File: config.mk
export PLATFORM = sky130hd
export DESIGN_NAME = pipe_shifter
export DESIGN_NICKNAME = d
export VERILOG_FILES = /design/src/rtl/pipe_shifter.sv
export SDC_FILE = /design/constraint.sdc
export NUM_CORES = 1
export LEC_CHECK = 0
export ABC_AREA = 1
export CAP_MARGIN = 20
export CELL_PAD_IN_SITES_DETAIL_PLACEMENT = 2
export CELL_PAD_IN_SITES_GLOBAL_PLACEMENT = 2
export CORE_MARGIN = 4
export CORE_UTILIZATION = 36
export CTS_CLUSTER_DIAMETER = 120
export DETAILED_ROUTE_END_ITERATION = 8
export PLACE_DENSITY_LB_ADDON = 0.08
export SLEW_MARGIN = 30
export SYNTH_ARGS = -nofsm -noshare
export SYNTH_HDL_FRONTEND = slang
export SYNTH_SLANG_ARGS = --single-unit
File: constraint.sdc
create_clock -name i_clk -period 1.95 [get_ports i_clk]
set_clock_uncertainty 0.15 [all_clocks]
set_input_delay 0.195 -clock i_clk [delete_from_list [all_inputs] [get_ports i_clk]]
set_output_delay 0.195 -clock i_clk [all_outputs]
set_load 0.02 [all_outputs]
File: src/rtl/pipe_shifter.sv
// Pipelined barrel shifter (SLL/SRL/SRA, optional ROR) with valid/ready on both sides.
// Optional rotate datapath is compiled in when SHIFTER_ROTATE_EN is defined; otherwise op 11 acts as SRL.
module pipe_shifter #(
  parameter int WIDTH   = 32,
  parameter int SHAMT_W = $clog2(WIDTH),
  parameter int TAG_W   = 5
) (
  input  logic               i_clk,
  input  logic               i_rst_n,
  input  logic               i_valid,
  output logic               o_ready,
  input  logic [1:0]         i_op,
  input  logic [WIDTH-1:0]   i_data,
  input  logic [SHAMT_W-1:0] i_shamt,
  input  logic [TAG_W-1:0]   i_tag,
  output logic               o_valid,
  input  logic               i_ready,
  output logic [WIDTH-1:0]   o_result,
  output logic [TAG_W-1:0]   o_tag
);

  localparam logic [1:0] OP_SLL = 2'b00;
  localparam logic [1:0] OP_SRA = 2'b10;
`ifdef SHIFTER_ROTATE_EN
  localparam logic [1:0] OP_ROR = 2'b11;
`endif

  typedef struct packed {
    logic               valid;
    logic [1:0]         op;
    logic [WIDTH-1:0]   data;
    logic [SHAMT_W-1:0] shamt;
    logic               fill;
    logic [TAG_W-1:0]   tag;
  } stage_t;

  logic   adv;
  stage_t st0;
  stage_t last;
  logic   unused_last_bits;

  assign adv     = !o_valid || i_ready;
  assign o_ready = adv;

  // Entry register holds the raw request; the sign for SRA is captured here.
  always_ff @(posedge i_clk) begin
    if (!i_rst_n) begin
      st0 <= '0;
    end else if (adv) begin
      st0.valid <= i_valid;
      st0.op    <= i_op;
      st0.data  <= i_data;
      st0.shamt <= i_shamt;
      st0.fill  <= (i_op == OP_SRA) && i_data[WIDTH-1];
      st0.tag   <= i_tag;
    end
  end

  for (genvar k = 0; k < SHAMT_W; k++) begin : g_stage
    localparam int B   = SHAMT_W - 1 - k;
    localparam int AMT = 1 << B;

    stage_t         prev;
    stage_t         next_st;
    stage_t         q;
    logic [AMT-1:0] hi;

    if (k == 0) begin : g_head
      assign prev = st0;
    end else begin : g_tail
      assign prev = g_stage[k-1].q;
    end

    always_comb begin
      hi = {AMT{prev.fill}};
`ifdef SHIFTER_ROTATE_EN
      if (prev.op == OP_ROR) hi = prev.data[AMT-1:0];
`endif
      next_st          = prev;
      next_st.shamt[B] = 1'b0;
      if (prev.shamt[B]) begin
        if (prev.op == OP_SLL) next_st.data = {prev.data[WIDTH-1-AMT:0], {AMT{1'b0}}};
        else                   next_st.data = {hi, prev.data[WIDTH-1:AMT]};
      end
    end

    always_ff @(posedge i_clk) begin
      if (!i_rst_n)  q <= '0;
      else if (adv)  q <= next_st;
    end
  end

  assign last     = g_stage[SHAMT_W-1].q;
  assign o_valid  = last.valid;
  assign o_result = last.data;
  assign o_tag    = last.tag;

  // Control fields are fully consumed by the time a result reaches the output.
  assign unused_last_bits = ^{last.op, last.shamt, last.fill};

endmodule

==> flow_summary.yaml <==
run:
  cap_violations: 0
place:
  dp_hpwl_um: 27400
  gp_routability_congestion: 0.786
  io_buffers: 86
  dp_slack_ns: 0.0131
  place_area_um2: 13300
die:
  die_w_um: 191
  io_pins: 87
  dieArea_um2: 36500
  die_y_um: 191
  initial_core_util_pct: 36.8
  rows: 66
  core_area_um2: 32800
cts:
  clockRootBuffer: "clkbuf_16"
  cts-buffers-inserted: 31
  clock_sinks: 258
  htreeDepth: 1
  cts_buffer_depth: 3
  cts_tree: "yes"
  insertion_delay_ns: 0.57
  clkTransAtPathRegs_ns: 0.06
finish:
  antenna_cells: 0
  fin_util_pct: 43.7
  multiInputGateArea_um2: 5420
  area_delta_synth_final_pct: 18.6
  regArea_um2: 5160
  nNetsFinal: 1783
  drive_above_1_share_pct: 7.67
  fill_cells: 3809
  final_cell_area_um2: 14300
logic_synthesis:
  syn_avg_cell_area_um2: 7.04
  synthTopCellsByArea: "dfxtp_1 43%, o21ai_0 13%, nand2_1 7.5%"
  yosysTopAreaCellShare_pct: 42.8
  ys_seq_area_share_pct: 42.8
  synth_seq_cells: 258
  yosys.area.top_type: "dfxtp_1"
  netlist_instances: 1716
  synth_nets: 1764
  yosysWarnings: 0
  ys_types: 25
  syn-cell-area_um2: 12100
drt:
  vias: 11700
  drc: 0
  avgViaCountPerCell: 5.31
  first_pass_iters: 5
  wl_um: 42100
  post_drt_wl_per_cell_um: 19.1
  antenna_left: 0
  drt_iter0_drc: 612
sta:
  finalHoldViolCount: 0
  worst_slack_ns: 0.0644
  setup_viol: 0
  slew_headroom_pct: 49.7
  maxSlewViolCount: 0
  setup_tns_ns: 0
  worst-slew-pin-transition_ns: 0.752
  fmax_mhz: 530
  finalCritPeriodShare_pct: 96.7
  grt_setup_unrepaired: "false"
  period_needed_ns: 1.89
power:
  ir_worst_vdd_mv: 0.679
  cellPowerDensity_nw_per_um2: 901
  power.leakage_nw: 5.65
worst_setup_path:
  critical_path_depth: 1
  crit_family: "buffers and inverters"
  crit_type: "flip-flop to output port"
  worstSetupStartpointType: "flip-flop"
  critPathCapture: "o_tag[3]"
  crit_chain: "clkdlybuf4s50_1"
  crit_required_ns: 1.60
  slowest_delay_ns: 0.63
  r2r_setup_slack_ns: 0.25
  endpoint_kind: "output port"
  reg2reg_from: "g_stage[1].q[8]$_SDFFE_PN0P_"
  crit_fanout: 2
  rr_worst_depth: 6
  worstPathBufferInverterCount: 1
  slowest_stage: "clkdlybuf4s50_1"
  rr_endpoint: "g_stage[2].q[35]$_SDFFE_PN0P_"
  crit_arrival_ns: 1.54
  critPathLaunch: "o_tag[3]$_SDFFE_PN0P_"
global_route:
  grt_pass1_vias: 12300
  grt_antenna_before_repair: 0
  grtUsageTotal_pct: 22.6
  grt_max_degree: 87
  grt_pass1_wl_um: 68000
  grt_overflow: 0
run_status:
  status: "finished, final reports clean"
hold_path:
  hp-class: "input pin to flip-flop"
[cell type report]
class,count,area share [%]
clock buffers,44,6.39
repair buffers,123,9.39
flip-flops and latches,258,36.1
clock inverters,13,0.874
well taps,442,3.86
inverters,209,5.52
multi-input cells,1112,37.9
[Yosys cell counts, drive strengths merged]
master,count
a21oi,147
or2,29
nor2,166
a31oi,31
nand2,246
o21ai,346
a211oi,1
dfxtp,258
nand3,54
inv,207
clkinv,2
clkbuf,63
o211ai,92
buf,74
[registers in the layout (all words and copies together) (netlist names)]
signal           cells
o_tag                5
g_stage.q          173
g_stage.next_st     12
g_stage.hi           2
o_result            32
g_stage.prev        33
o_valid              1
[layer usage]
layer  up-vias  routed length [um]  track usage, %
li1       5708                   -               -
met1      5777               19700            30.6
met2       175               20300            39.5
met3        33                1550            2.81
met4         0                 483            3.56
met5         -                   0               0
[cells by family (layout without fill, tap and decap cells)]
family | after synthesis | in the layout | share of synthesized area [%]
compound gates | 617 | 617 | 27.8
flops | 258 | 258 | 42.8
simple gates | 495 | 495 | 16.9
buf+inv | 346 | 389 | 12.5
[cells in the final DEF, fill, tap and decap left out, types with 40 or more instances in the layout]
master           count
o21ai_1             40
a21oi_1            147
clkdlybuf4s50_1     80
nor2_1             161
nand2_1            242
inv_1              201
o211ai_1            92
o21ai_0            306
dfxtp_1            258
nand3_1             54
[worst min-delay path by stage]
stage               cells past startpoint                          start                                 end  slack [ns]
floorplan                               2                      i_data[4]    g_stage[0].prev[15]$_SDFFE_PN0P_        0.18
global placement                        2  g_stage[3].q[45]$_SDFFE_PN0P_       g_stage[3].q[45]$_SDFFE_PN0P_        0.30
detailed placement                      2  g_stage[3].q[45]$_SDFFE_PN0P_       g_stage[3].q[45]$_SDFFE_PN0P_        0.31
CTS                                     3                       i_tag[2]  g_stage[0].next_st[2]$_SDFFE_PN0P_        0.04
global route                            3                     i_data[12]    g_stage[0].prev[23]$_SDFFE_PN0P_        0.06
finish                                  3                      i_data[2]    g_stage[0].prev[13]$_SDFFE_PN0P_        0.06
[report_power, final]
part           total [mW]  leakage [nW]  switching, mW  internal, mW
Sequential           5.76          2.11          0.249          5.51
Combinational        1.25          3.02          0.759         0.496
Clock                5.89         0.520           2.38          3.51
Total                12.9          5.65           3.39          9.52
[stage by stage]
stage	total power, mW	hold slack, ns	cells
after floorplan	6.58	0.180	1716
after global placement	7.05	0.297	2143
after detailed placement	7.11	0.307	2143
after CTS	13.1	0.0427	2201
after global routing	13.5	0.0560	2201
final	12.9	0.0636	2201
[repair_timing]
item | CTS | global route
endpoints found under the setup margin | 3 | 6
hold endpoints to repair | 38 | 0
setup buffers | 0 | 0
gates resized for setup | 3 | 3
hold buffers | 1 | 0
Note: power is estimated with default switching activity, not from simulation.
